<file path="config.mk">
export PLATFORM = sky130hd
export DESIGN_NAME = seg7_scan_mux
export DESIGN_NICKNAME = d
export VERILOG_FILES = /design/src/rtl/seg7_pkg.sv /design/src/rtl/seg7_rategen.sv /design/src/rtl/seg7_scan_mux.sv
export SDC_FILE = /design/constraint.sdc
export NUM_CORES = 1
export LEC_CHECK = 0
export ABC_AREA = 1
export ABC_CLOCK_PERIOD_IN_PS = 4200
export CORE_AREA = 2 2 126 128
export CTS_CLUSTER_SIZE = 10
export DETAILED_ROUTE_END_ITERATION = 10
export DIE_AREA = 0 0 128 130
export GPL_ROUTABILITY_DRIVEN = 1
export HOLD_SLACK_MARGIN = 0.02
export PLACE_DENSITY = 0.49
export SLEW_MARGIN = 10
export SYNTH_ARGS = -nofsm -noshare
export SYNTH_HDL_FRONTEND = slang
export SYNTH_HIERARCHICAL = 1
export SYNTH_SLANG_ARGS = --single-unit
</file>
<file path="constraint.sdc">
create_clock -name clk -period 4.2 [get_ports clk]
set_input_delay 0.42 -clock clk [delete_from_list [all_inputs] [get_ports clk]]
set_output_delay 0.42 -clock clk [all_outputs]
set_load 0.005 [all_outputs]
</file>
<file path="src/rtl/seg7_pkg.sv">
`default_nettype none
// +--------------------------------------------------------------------------+
// | Module   : seg7_pkg                                                      |
// | Purpose  : Shared constants and helpers for the seven-segment scanner:   |
// |            hex-to-segment table (a..g, active-low), blank pattern,       |
// |            slot sub-divider and digit-index width helpers.               |
// | Ports    : none (package)                                                |
// | Revision : 1.0 - initial release                                         |
// +--------------------------------------------------------------------------+
package seg7_pkg;

   // All segments and the decimal point off (active-low outputs).
   localparam logic [7:0] C_SEG_BLANK = 8'hFF;

   // Segment patterns a..g, active-low, indexed by the hex nibble.
   localparam logic [15:0][6:0] C_HEX_SEG = {
      7'b0111000,   // F
      7'b0110000,   // E
      7'b1000010,   // d
      7'b0110001,   // C
      7'b1100000,   // b
      7'b0001000,   // A
      7'b0000100,   // 9
      7'b0000000,   // 8
      7'b0001111,   // 7
      7'b0100000,   // 6
      7'b0100100,   // 5
      7'b1001100,   // 4
      7'b0000110,   // 3
      7'b0010010,   // 2
      7'b1001111,   // 1
      7'b0000001    // 0
   };

   function automatic logic [6:0] hex2seg(input logic [3:0] nibble);
      return C_HEX_SEG[nibble];
   endfunction

   // Clocks per PWM phase step: one slot is split into 16 brightness phases.
   function automatic int sub_div(input int clk_hz, input int scan_hz);
      return (clk_hz / scan_hz) / 16;
   endfunction

   // Width of the digit index; a single-digit display still needs one bit.
   function automatic int idx_width(input int digits);
      return (digits > 1) ? $clog2(digits) : 1;
   endfunction

endpackage : seg7_pkg
`default_nettype wire

</file>
<file path="src/rtl/seg7_rategen.sv">
`default_nettype none
// +--------------------------------------------------------------------------+
// | Module   : seg7_rategen                                                  |
// | Purpose  : Divides the system clock into PWM sub-ticks and 16-phase      |
// |            digit slots.                                                  |
// | Ports    : clk, rst         - clock, async active-high reset            |
// |            phase_o[3:0]     - current PWM phase within the slot         |
// |            slot_end_o       - high on the last clock of a slot          |
// | Revision : 1.0 - initial release                                         |
// +--------------------------------------------------------------------------+
module seg7_rategen
   import seg7_pkg::*;
#(
   parameter int CLK_HZ  = 16_000_000,
   parameter int SCAN_HZ = 1000
) (
   input  logic       clk,
   input  logic       rst,
   output logic [3:0] phase_o,
   output logic       slot_end_o
);

   localparam int SUB   = sub_div(CLK_HZ, SCAN_HZ);
   localparam int SUB_W = (SUB > 1) ? $clog2(SUB) : 1;

   generate
      if (SUB < 1) begin : g_sub_check
         $error("seg7_rategen: CLK_HZ/SCAN_HZ must be at least 16");
      end
   endgenerate

   logic [SUB_W-1:0] sub_q, sub_d;
   logic [3:0]       phase_q, phase_d;
   logic             w_sub_tick;

   assign w_sub_tick = (sub_q == SUB_W'(SUB - 1));
   assign phase_o    = phase_q;
   assign slot_end_o = w_sub_tick && (phase_q == 4'hF);

   always_comb begin
      sub_d   = w_sub_tick ? '0 : sub_q + 1'b1;
      phase_d = w_sub_tick ? phase_q + 4'h1 : phase_q;   // wraps 15 -> 0
   end

   always_ff @(posedge clk or posedge rst) begin
      if (rst) begin
         sub_q   <= '0;
         phase_q <= 4'h0;
      end else begin
         sub_q   <= sub_d;
         phase_q <= phase_d;
      end
   end

endmodule : seg7_rategen
`default_nettype wire

</file>
<file path="src/rtl/seg7_scan_mux.sv">
`default_nettype none
// +--------------------------------------------------------------------------+
// | Module   : seg7_scan_mux                                                 |
// | Purpose  : Time-multiplexed common-anode seven-segment driver with       |
// |            double-buffered load, per-digit dp/blank, 16-level PWM        |
// |            brightness, ghosting guard cycle and frame-done pulse.        |
// | Ports    : clk, rst          - clock, async active-high reset           |
// |            load              - capture din/dp/blank into pending buffer |
// |            din[4*DIGITS-1:0] - nibble per digit, digit 0 rightmost      |
// |            dp, blank         - per-digit decimal point / force dark     |
// |            bright[3:0]       - PWM level, 0 = 1/16 duty, 15 = full      |
// |            AN, SEG           - active-low anodes / segments {a..g,dp}   |
// |            frame             - pulse when the last digit's slot ends    |
// | Config   : SEG7_LZB_EN       - define to enable leading-zero blanking   |
// | Revision : 1.0 - initial release                                         |
// +--------------------------------------------------------------------------+
module seg7_scan_mux
   import seg7_pkg::*;
#(
   parameter int CLK_HZ  = 16_000_000,
   parameter int SCAN_HZ = 1000,
   parameter int DIGITS  = 4
) (
   input  logic                  clk,
   input  logic                  rst,
   input  logic                  load,
   input  logic [4*DIGITS-1:0]   din,
   input  logic [DIGITS-1:0]     dp,
   input  logic [DIGITS-1:0]     blank,
   input  logic [3:0]            bright,
   output logic [DIGITS-1:0]     AN,
   output logic [7:0]            SEG,
   output logic                  frame
);

   localparam int              IDX_W      = idx_width(DIGITS);
   localparam logic [IDX_W-1:0] C_LAST_IDX = IDX_W'(DIGITS - 1);

   generate
      if (DIGITS < 1 || DIGITS > 8) begin : g_digits_check
         $error("seg7_scan_mux: DIGITS must be in 1..8");
      end
   endgenerate

   logic [3:0] w_phase;
   logic       w_slot_end;
   logic       w_frame_end;

   seg7_rategen #(
      .CLK_HZ  (CLK_HZ),
      .SCAN_HZ (SCAN_HZ)
   ) u_rategen (
      .clk        (clk),
      .rst        (rst),
      .phase_o    (w_phase),
      .slot_end_o (w_slot_end)
   );

   logic [4*DIGITS-1:0] pend_din_q, pend_din_d, disp_din_q, disp_din_d;
   logic [DIGITS-1:0]   pend_dp_q, pend_dp_d, disp_dp_q, disp_dp_d;
   logic [DIGITS-1:0]   pend_blank_q, pend_blank_d, disp_blank_q, disp_blank_d;
   logic [IDX_W-1:0]    idx_q, idx_d;
   logic [3:0]          bright_q, bright_d;
   logic [DIGITS-1:0]   an_q, an_d;
   logic [7:0]          seg_q, seg_d;
   logic                frame_q, frame_d;

   assign w_frame_end = w_slot_end && (idx_q == C_LAST_IDX);

   // Buffers, digit index and per-slot brightness.
   always_comb begin
      pend_din_d   = pend_din_q;
      pend_dp_d    = pend_dp_q;
      pend_blank_d = pend_blank_q;
      disp_din_d   = disp_din_q;
      disp_dp_d    = disp_dp_q;
      disp_blank_d = disp_blank_q;
      idx_d        = idx_q;
      bright_d     = bright_q;
      if (load) begin
         pend_din_d   = din;
         pend_dp_d    = dp;
         pend_blank_d = blank;
      end
      // Copying the next-state pending buffer makes a load in the boundary
      // cycle land directly in the display buffer.
      if (w_frame_end) begin
         disp_din_d   = pend_din_d;
         disp_dp_d    = pend_dp_d;
         disp_blank_d = pend_blank_d;
      end
      if (w_slot_end) begin
         idx_d    = (idx_q == C_LAST_IDX) ? '0 : idx_q + 1'b1;
         bright_d = bright;
      end
   end

`ifdef SEG7_LZB_EN
   // A digit is auto-blanked while it and every higher digit is zero with
   // no decimal point; digit 0 always stays visible.
   function automatic logic [DIGITS-1:0] lzb_mask(input logic [4*DIGITS-1:0] nib_v,
                                                  input logic [DIGITS-1:0]   dp_v);
      logic [DIGITS-1:0] m;
      logic              run;
      m   = '0;
      run = 1'b1;
      for (int i = DIGITS - 1; i >= 1; i--) begin
         run  = run & (nib_v[4*i +: 4] == 4'h0) & ~dp_v[i];
         m[i] = run;
      end
      return m;
   endfunction
`endif

   logic [DIGITS-1:0] w_cur_mask, w_nxt_mask;
`ifdef SEG7_LZB_EN
   assign w_cur_mask = disp_blank_q | lzb_mask(disp_din_q, disp_dp_q);
   assign w_nxt_mask = disp_blank_d | lzb_mask(disp_din_d, disp_dp_d);
`else
   assign w_cur_mask = disp_blank_q;
   assign w_nxt_mask = disp_blank_d;
`endif

   // Current digit drives normal cycles; the upcoming digit presets SEG
   // during the guard cycle so segments are settled before its anode drops.
   logic [3:0] w_cur_nib, w_nxt_nib;
   logic       w_cur_dp, w_nxt_dp, w_cur_dark, w_nxt_dark;

   assign w_cur_nib  = disp_din_q[{idx_q, 2'b00} +: 4];
   assign w_cur_dp   = disp_dp_q[idx_q];
   assign w_cur_dark = w_cur_mask[idx_q];
   assign w_nxt_nib  = disp_din_d[{idx_d, 2'b00} +: 4];
   assign w_nxt_dp   = disp_dp_d[idx_d];
   assign w_nxt_dark = w_nxt_mask[idx_d];

   always_comb begin
      an_d    = '1;
      seg_d   = C_SEG_BLANK;
      frame_d = w_frame_end;
      if (w_slot_end) begin
         if (!w_nxt_dark) begin
            seg_d = {hex2seg(w_nxt_nib), ~w_nxt_dp};
         end
      end else if (!w_cur_dark && (w_phase <= bright_q)) begin
         an_d  = ~(DIGITS'(1) << idx_q);
         seg_d = {hex2seg(w_cur_nib), ~w_cur_dp};
      end
   end

   always_ff @(posedge clk or posedge rst) begin
      if (rst) begin
         pend_din_q   <= '0;
         pend_dp_q    <= '0;
         pend_blank_q <= '1;
         disp_din_q   <= '0;
         disp_dp_q    <= '0;
         disp_blank_q <= '1;
         idx_q        <= '0;
         bright_q     <= 4'h0;
         an_q         <= '1;
         seg_q        <= C_SEG_BLANK;
         frame_q      <= 1'b0;
      end else begin
         pend_din_q   <= pend_din_d;
         pend_dp_q    <= pend_dp_d;
         pend_blank_q <= pend_blank_d;
         disp_din_q   <= disp_din_d;
         disp_dp_q    <= disp_dp_d;
         disp_blank_q <= disp_blank_d;
         idx_q        <= idx_d;
         bright_q     <= bright_d;
         an_q         <= an_d;
         seg_q        <= seg_d;
         frame_q      <= frame_d;
      end
   end

   assign AN    = an_q;
   assign SEG   = seg_q;
   assign frame = frame_q;

endmodule : seg7_scan_mux
`default_nettype wire
</file>
==> flow_summary.ini <==
[outcome]
status = completed

[job]
cap_violations = 0

[logic_synthesis]
synth_top_area_cell = dfrtp_1
synth_seq_cells = 81
synthFlopType = dfrtp_1
synthArstFlopShare_pct = 100
synthesis.nets = 629
synth_top_family_by_area = simple AND/OR/NAND/NOR gates
syn_inst = 576
synth_xor_area_share_pct = 1.14
synth_compound_area_share_pct = 8.85
synth_edf_count = 0
syn-cell-area_um2 = 4510
ys_seq_area_share_pct = 45.5
synthAdderAreaFrac_pct = 6.10
ys_warn_count = 6
synth.area.top_cells = dfrtp_1, nand2_1, dfstp_2
syn_avg_cell_area_um2 = 7.83
synth-simple-area-share_pct = 29.5
synth_top_area_share_pct = 33.8
muxShareOfSynthArea_pct = 0
yosysUniqueCellTypes = 34

[setup_path]
worstSetupStartpointType = flip-flop
crit_buf_inv = 4
cp.arrival_ns = 3.49
worst_path_max_delay_cell = dfrtp_1
worstSetupPathType = flip-flop to flip-flop
end_kind = flip-flop
r2r_end = SEG[2]
r2r-start = u_rategen/sub_q[0]
rr_worst_depth = 19
worstPathCellList = ha_1, nand2_2, nor2_2, nand4_1, nor3_1, buf_4, inv_1, nand2_2, nand3_4, inv_1, nand3_1, nand3_1, nand2_1, inv_1, ha_1, nand3_1, o21ai_0, nand2_1, a21oi_1
worstPathMaxFanout = 18
reg2reg_slack_ns = 0.98
max_stage_delay_ns = 0.37
required_ns = 4.47
critical-path-top-delay-family = simple AND/OR/NAND/NOR gates

[cells_and_area]
antenna_cells = 0
final_common_cell = nand2_1
syn_to_final_growth_pct = 20.9
drive_gt1_share_pct = 11.8
final_cell_mix = nand2_1, inv_1, nand3_1, dfrtp_1, clkdlybuf4s50_1
nNetsFinal = 669

[grt]
grt_pass1_vias = 3905
grt-ovfl-total = 0
antenna_found_initial = 0
grt_pass1_wl_mm = 18.8
grt_use_total_pct = 14.3
grt_max_degree = 51

[drt]
wl_mm = 11.0
drc = 0
vias = 3826
dr.pass1.iters = 4
antenna_left = 0
wire_per_inst_um = 13.5
routed_via_density = 4.71
drt_iter0_markers = 212

[clock_network]
clk_pin_slew_ns = 0.06
cts_resized = 0
cts-root-buf = clkbuf_16
clkLatencyLatePin_ns = 0.35
htree_levels = 3
cts_buffers = 9
cts_tree = yes
cts.sinks = 81
ctsHoldBuffers = 0
post_cts_buffers = 0
clock_path_buffers = 2

[power_and_ir_drop]
ir_worst_vdd_mv = 0.175
p_leak_nw = 2.72
power-per-cell-area_nw_per_um2 = 334

[floorplan]
die_height_um = 130
start_util_pct = 29.2
coreArea_um2 = 15400
die_w_um = 128
io_pins = 44
num_rows = 46
die_area_um2 = 16600

[sta]
fmaxAchievable_mhz = 310
hold_slack_ns = 0.466
min_period_ns = 3.22
relSlewSlack_pct = 30.4
tns_ns = 0
maxSlewViolCount = 0
rsz0062_at_grt = no
skew_ns = 0.0128
setup_violations = 0
hold_viol_final = 0
post-route-period-util_pct = 76.7
worst_slew_pin_slew_ns = 1.04

[min_path]
whs_path_depth = 2
hold_path_startpoint = pend_din_q[13]
hold_path.class = flip-flop to flip-flop
min_to = pend_din_q[13]

[place]
place.port_buffers = 43
gp_congestion = 0.873
dpl.hpwl_mm = 7.99
layout make-up:
type | instances | area (um^2)
Fill cell | 1639 | 9970
Multi-Input combinational cell | 403 | 2060
Sequential cell | 81 | 2050
Timing Repair Buffer | 50 | 483
Inverter | 71 | 267
Tap cell | 192 | 240
Clock buffer | 10 | 239
Clock inverter | 6 | 114
how the worst max path moves through the flow:
stage	from	endpoint	slack, ns	cells past startpoint
2_1_floorplan	u_rategen/sub_q[0]	SEG[2]	1.54	19
3_3_place_gp	u_rategen/sub_q[0]	SEG[4]	1.11	20
3_5_place_dp	u_rategen/sub_q[0]	SEG[2]	1.02	18
4_1_cts	u_rategen/sub_q[0]	SEG[2]	0.98	20
5_1_grt	u_rategen/sub_q[0]	SEG[2]	0.67	19
6_report	u_rategen/sub_q[0]	SEG[2]	0.98	19
sequential cells by signal, summed over array words and instances, names as in the netlist, 8 cells and up:
| signal | flops |
|---|---|
| disp_din_q | 16 |
| SEG | 8 |
| u_rategen/sub_q | 10 |
| pend_din_q | 16 |
stage by stage:
stage	util [%]	std cells	area (um^2)	total power, mW	worst slack, ns
floorplan	-	576	4510	0.863	1.54
global placement	33.1	797	5100	0.906	1.11
detailed placement	33.1	797	5100	0.908	1.02
CTS	35.3	813	5450	1.85	0.982
global route	35.3	813	5450	1.90	0.667
finish	35.3	813	5450	1.82	0.978
per-layer routing:
metal	part of all wire (%)	global-route usage [%]	up-vias
li1	-	-	1927
met1	49	18.8	1776
met2	44	22.2	97
met3	4.1	3.20	26
met4	2.9	7.56	0
met5	0	0	-
kinds of logic after synthesis:
| family | after synthesis |
|---|---|
| AOI/OAI and AO/OA | 76 |
| xor gates and xnor gates | 5 |
| adders and majority gates | 22 |
| buffers and inverters | 92 |
| DFF | 81 |
| and+or+nand+nor | 300 |
worst register-to-register path, cell delays in order, from the launching register on:
cell and delay [ns]:
dfrtp_1 0.37, ha_1 0.19, nand2_2 0.08, nor2_2 0.14
nand4_1 0.09, nor3_1 0.15, buf_4 0.22, inv_1 0.08
nand2_2 0.25, nand3_4 0.26, inv_1 0.22, nand3_1 0.10
nand3_1 0.08, nand2_1 0.16, inv_1 0.14, ha_1 0.17
nand3_1 0.12, o21ai_0 0.11, nand2_1 0.08, a21oi_1 0.16
power breakdown:
group | internal (mW) | switching [mW] | total, mW | leakage (nW)
Combinational | 0.0374 | 0.0452 | 0.0826 | 1.65
Sequential | 0.804 | 0.00502 | 0.809 | 0.901
Clock | 0.599 | 0.331 | 0.930 | 0.165
cell usage after synthesis, types with 7 or more instances:
| library cell | instances |
|---|---|
| nand2_2 | 7 |
| o21ai_0 | 42 |
| dfrtp_1 | 61 |
| or2_2 | 11 |
| nand2_1 | 166 |
| a21oi_1 | 24 |
| inv_1 | 68 |
| ha_1 | 22 |
| nand4_1 | 17 |
| dfstp_2 | 20 |
| nand3_1 | 61 |
| nor2_1 | 28 |
| buf_2 | 8 |
Power figures use the tool's default switching activity.
==> RTL edit 1: new RTL, same flow settings <==
`CLK_HZ` is set to 16_000_000 in 2 places; all go to 8_000_000.
--- a/src/rtl/seg7_rategen.sv
+++ b/src/rtl/seg7_rategen.sv
@@ -12,5 +12,5 @@
    import seg7_pkg::*;
 #(
-   parameter int CLK_HZ  = 16_000_000,
+   parameter int CLK_HZ  = 8_000_000,
    parameter int SCAN_HZ = 1000
 ) (
--- a/src/rtl/seg7_scan_mux.sv
+++ b/src/rtl/seg7_scan_mux.sv
@@ -18,5 +18,5 @@
    import seg7_pkg::*;
 #(
-   parameter int CLK_HZ  = 16_000_000,
+   parameter int CLK_HZ  = 8_000_000,
    parameter int SCAN_HZ = 1000,
    parameter int DIGITS  = 4
Formal check against the unedited RTL: same outputs for any inputs over 10 cycles, from zero or initial values and one cycle with rst high; that may be too few to reach the edited logic, so the function may still have changed.
==> RTL edit 1 against the unedited design <==
- die area stayed put
- synthesized cell count increased by 1.9%
- worst setup slack got worse by 0.010 ns
- non-clock buffer count is 1 lower
- critical endpoint unchanged
- count of clock-buffer cells in the layout down 1
- power down 5.4%
- sequential cell count decreased by 1
- clock skew shrank 0.0044 ns
- design area decreased by 0.80%
- synthesized area fell by 0.25%
- hold slack worse by 0.0043 ns
- routed wire length is 2.9% lower
==> RTL edit 1: results (changes against the unedited design) <==
status=completed (unchanged); share of layout cells above drive strength 1=0.1046 (was 0.1176); Logic inverters=76 (was 71); DPL Wire Length=7.937 mm (was 7.991 mm); Max IR drop VDD=0.1786 mV (was 0.1754 mV); GPL Wtd Cong=0.8581 (was 0.8726); flop2flop setup slack=0.97 ns; pin count of the biggest net entering global routing=50 (was 51); Clock Tree Buf Depth=2 (unchanged); Setup CP Type=register to register (unchanged); Max H-tree Level=3 (unchanged); worst hold slack=0.4613 ns (was 0.4656 ns); multi-input combinational area share=0.3808 (was 0.3773); Slew @ Worst Pin=1.055 ns (was 1.042 ns); Setup Fix Bufs, Post-CTS=0 (unchanged); ant diodes=0 (unchanged); Register Area=2027 µm² (was 2052 µm²); Synth top cells by count=nand2_1, inv_1, nand3_1, dfrtp_1, o21ai_0 (was nand2_1, inv_1, dfrtp_1, nand3_1, o21ai_0); post_cts resized=0 (unchanged); FILL cells=1,665 (was 1,639); Mapped Nets=640 (was 629); initial antenna violation count=0 (unchanged); EDFF count, synth=0 (unchanged); clk slew on worst S/H paths=0.06 ns (about the same); part of the Yosys area used for sequential elements=0.4505 (was 0.4549); FF+latch count=80 (was 81); dpl cell area=5087 µm² (was 5099 µm²); reg2reg end=SEG[2] (unchanged); CP max FO=46 (was 18); worst slack, placed=0.9634 ns (was 1.024 ns); Crit path max-delay family=simple AND/OR/NAND/NOR gates (unchanged); Top FF cell, synth=dfrtp_1 (unchanged); PortBufs=43 (unchanged); final net count=679 (was 669); Pleak=2.731 nW (was 2.716 nW); Hold Crit Class=input port to asynchronous set/reset pin (was register to register); vias in the first global route=3,689 (was 3,905); DR iter-0 viols=212 (unchanged); Tot GR Track Use=0.1374 (was 0.1432); final period demand of the worst path=3.232 ns (was 3.222 ns); largest registers=disp_din_q: 16 flops, pend_din_q: 16 flops, u_rategen/sub_q: 9 flops (was disp_din_q: 16 flops, pend_din_q: 16 flops, u_rategen/sub_q: 10 flops); Plain + repair buffers=49 (was 50); Post-Route WL=10.67 mm (was 10.99 mm); ranking of synthesized cells by area=dfrtp_1, nand2_1, dfstp_2 (unchanged); NonClk Buf Share=0.08792 (was 0.08859); Post-Route Skew=0.008425 ns (was 0.01282 ns); area of the multi-input gates=2059 µm² (was 2057 µm²); multi-input gate count=410 (was 403); slowest stage delay, CP=0.39 ns (was 0.37 ns); first-pass GRT wire length=17.95 mm (was 18.77 mm); Num CTS Buffers=9 (unchanged); Critical-path top delay cell=dfrtp_1 (unchanged); YS warnings=6 (unchanged); Async SR Flop Fraction=1.000 (unchanged); CP arrival=3.50 ns (was 3.49 ns); switching power=0.3692 mW (was 0.3811 mW); drt pass-1 iters=6 (was 4); clock network share of area=0.05923 (was 0.06472); library cells used by synthesis=30 (was 34); vias per cell=4.566 (was 4.706)
[RTL edit 1: changes by cell type after synthesis, moves of 3 or more]
cell	change
inv_1	+6
nor2_2	-3
nand3_1	+7
nand2_1	+14
[RTL edit 1: worst min-delay path by stage]
stage	to	cells past startpoint
floorplan	u_rategen/phase_o[0]	1
global placement	pend_din_q[0]	2
detailed placement	pend_din_q[0]	2
CTS	u_rategen/phase_o[1]	2
global route	u_rategen/phase_o[0]	2
finish	u_rategen/phase_o[1]	2
[RTL edit 1: per-stage QoR]
| step | std cells | util |
|---|---|---|
| after CTS | 823 | 0.3506 |
| final | 823 | 0.3506 |
| after floorplan | 587 | - |
| after global placement | 807 | 0.3298 |
| after detailed placement | 807 | 0.3298 |
| after global routing | 823 | 0.3506 |
[RTL edit 1: kinds of logic (layout without fill, tap and decap cells)]
group	count (synthesis)	count (layout)	share of synthesized area
AO/OA/AOI/OAI	71	71	0.08287
buffers and inverters	97	141	0.09177
adder cells (fa/ha/maj)	22	22	0.06118
XOR/XNOR	2	2	0.003894
AND/OR/NAND/NOR	315	315	0.3098
flip-flops	80	80	0.4505
[RTL edit 1: per-layer routing]
metal | vias up | GRT usage | routed length [µm]
met5 | - | 0 | 0
met3 | 13 | 0.03157 | 435
met1 | 1716 | 0.1855 | 5263
met2 | 69 | 0.2158 | 4782
met4 | 0 | 0.05236 | 187
li1 | 1960 | - | -
[RTL edit 1: power by group through the flow]
stage | sequential [mW] | clock (mW) | combinational, mW
finish | 0.799 | 0.841 | 0.0828
global route | 0.800 | 0.904 | 0.0961
CTS | 0.799 | 0.872 | 0.0864
detailed placement | 0.813 | 0 | 0.0859
global placement | 0.812 | 0 | 0.0848
floorplan | 0.811 | 0 | 0.0421
==> RTL edit 2: new RTL, same flow settings <==
Without the edit above. Take the reset off `pend_din_q` and `disp_din_q` and load them in a clocked block of their own.
--- a/src/rtl/seg7_scan_mux.sv
+++ b/src/rtl/seg7_scan_mux.sv
@@ -150,8 +150,6 @@
    always_ff @(posedge clk or posedge rst) begin
       if (rst) begin
-         pend_din_q   <= '0;
          pend_dp_q    <= '0;
          pend_blank_q <= '1;
-         disp_din_q   <= '0;
          disp_dp_q    <= '0;
          disp_blank_q <= '1;
@@ -162,8 +160,6 @@
          frame_q      <= 1'b0;
       end else begin
-         pend_din_q   <= pend_din_d;
          pend_dp_q    <= pend_dp_d;
          pend_blank_q <= pend_blank_d;
-         disp_din_q   <= disp_din_d;
          disp_dp_q    <= disp_dp_d;
          disp_blank_q <= disp_blank_d;
@@ -176,4 +172,9 @@
    end
 
+   always_ff @(posedge clk) begin
+      pend_din_q <= pend_din_d;
+      disp_din_q <= disp_din_d;
+   end
+
    assign AN    = an_q;
    assign SEG   = seg_q;
Formal check against the unedited RTL: same outputs for any inputs over 10 cycles, from zero or initial values and one cycle with rst high; that may be too few to reach the edited logic, so the function may still have changed.
==> RTL edit 2 against the unedited design <==
- design area is 4.8% lower
- largest power group is now sequential cells
- worst setup slack got worse by 0.0019 ns
- synthesized area is 3.6% lower
- fmax hardly changed
- final cell count fell by 0.25%
- routed wire length fell by 3.1%
- sequential cell count stayed put
- core utilization shrank 1.7 points
- power shrank 13%
==> RTL edit 2: results (changes against the unedited design) <==
Post-Route Skew=0.01311 ns (was 0.01282 ns); post-placement cell count=795 (was 797); Avg Cell Area, Syn=7.553 µm² (was 7.831 µm²); drt pass-1 iters=4 (unchanged); library cells used by synthesis=35 (was 34); DR iter-0 viols=235 (was 212); Tot GR Track Use=0.1397 (was 0.1432); ranking of synthesized cells by area=dfrtp_1, dfxtp_1, nand2_1 (was dfrtp_1, nand2_1, dfstp_2); share of layout cells above drive strength 1=0.1099 (was 0.1176); Setup Fix Bufs, Post-CTS=0 (unchanged); CTS Root Cell=clkbuf_16 (unchanged); Pleak=2.591 nW (was 2.716 nW); part of the Yosys area used for sequential elements=0.4349 (was 0.4549); DR DRC count=0 (unchanged); Max IR drop VDD=0.2228 mV (was 0.1754 mV); ant diodes=0 (unchanged); EDFF count, synth=0 (unchanged); status=completed (unchanged); final period demand of the worst path=3.224 ns (was 3.222 ns); final net count=667 (was 669); PortBufs=43 (unchanged); Hold Crit Class=input port to asynchronous set/reset pin (was register to register); max_slew headroom=0.3337 (was 0.3044); dpl cell area=4923 µm² (was 5099 µm²); CP arrival=3.51 ns (was 3.49 ns); GPL Wtd Cong=0.9003 (was 0.8726); largest registers=disp_din_q: 16 flops, pend_din_q: 16 flops, u_rategen/sub_q: 10 flops (unchanged); flop2flop setup slack=0.98 ns (about the same); first-pass GRT wire length=18.26 mm (was 18.77 mm); Post-Route WL=10.65 mm (was 10.99 mm); vias in the first global route=3,823 (was 3,905); Top FF cell, synth=dfxtp_1 (was dfrtp_1); CP max FO=18 (unchanged); Async SR Flop Fraction=0.6049 (was 1.000); DPL Wire Length=8.041 mm (was 7.991 mm); worst hold slack=0.4423 ns (was 0.4656 ns); reg2reg end=SEG[4] (was SEG[2]); initial antenna violation count=0 (unchanged); Worst Reg-to-Reg Cells=17 (was 19); vias per cell=4.672 (was 4.706); Synth top cells by count=nand2_1, inv_1, nand3_1, o21ai_0, dfxtp_1 (was nand2_1, inv_1, dfrtp_1, nand3_1, o21ai_0); clk slew on worst S/H paths=0.07 ns; Setup TNS=0 ns (unchanged); worst slack, placed=1.048 ns (was 1.024 ns); Mapped Nets=629 (unchanged); post-DR wirelength/cell=13.13 µm (was 13.52 µm); post_cts resized=0 (unchanged); pin count of the biggest net entering global routing=47 (was 51)
==> RTL edit 2: cell type report <==
| type | count | area (µm²) |
|---|---|---|
| clock buffer | 10 | 229.0 |
| clock inverter | 6 | 36.28 |
| tap | 192 | 240.2 |
| timing repair buffer | 48 | 467.9 |
| multi-input combinational | 403 | 2057 |
| fill | 1666 | 10240 |
| inverter | 71 | 266.5 |
| sequential | 81 | 1892 |
==> RTL edit 2: worst max-delay path, cell delays in order, from the launching register on <==
cell	delay (ns)
dfrtp_1	0.38
ha_1	0.19
nand2_2	0.07
nor2_2	0.14
nand4_1	0.09
nor3_1	0.14
buf_4	0.22
nand2_1	0.34
nand3_4	0.37
inv_1	0.14
o21ai_0	0.20
nand2_1	0.16
ha_1	0.33
inv_1	0.07
nand3_1	0.08
nand3_1	0.09
nor2_1	0.04
nor2_1	0.09
==> RTL edit 2: kinds of logic (layout without fill, tap and decap cells) <==
family / count (synthesis) / after routing / share of synthesized area
flops: 81 / 81 / 0.4349
simple gates: 300 / 300 / 0.3060
compound gates: 76 / 76 / 0.09175
xor+xnor: 5 / 5 / 0.01179
buf+inv: 92 / 135 / 0.09232
fa+ha+maj: 22 / 22 / 0.06327
==> RTL edit 2: power by group <==
| group | leakage, nW | internal (mW) | total (mW) | switching, mW |
|---|---|---|---|---|
| clock | 0.134 | 0.397 | 0.707 | 0.311 |
| sequential | 0.816 | 0.800 | 0.805 | 0.00492 |
| combinational | 1.64 | 0.0373 | 0.0751 | 0.0378 |
| total | 2.59 | 1.23 | 1.59 | 0.354 |
==> RTL edit 2: per-layer routing <==
metal  track usage  share of wire  routed length, µm  up-vias
met5             0              0                  0        -
met4       0.06335          0.029                308        0
met3       0.03567          0.044                467       22
met2        0.2325           0.47               4973       90
met1        0.1713           0.46               4898     1748
li1              -              -                  -     1929
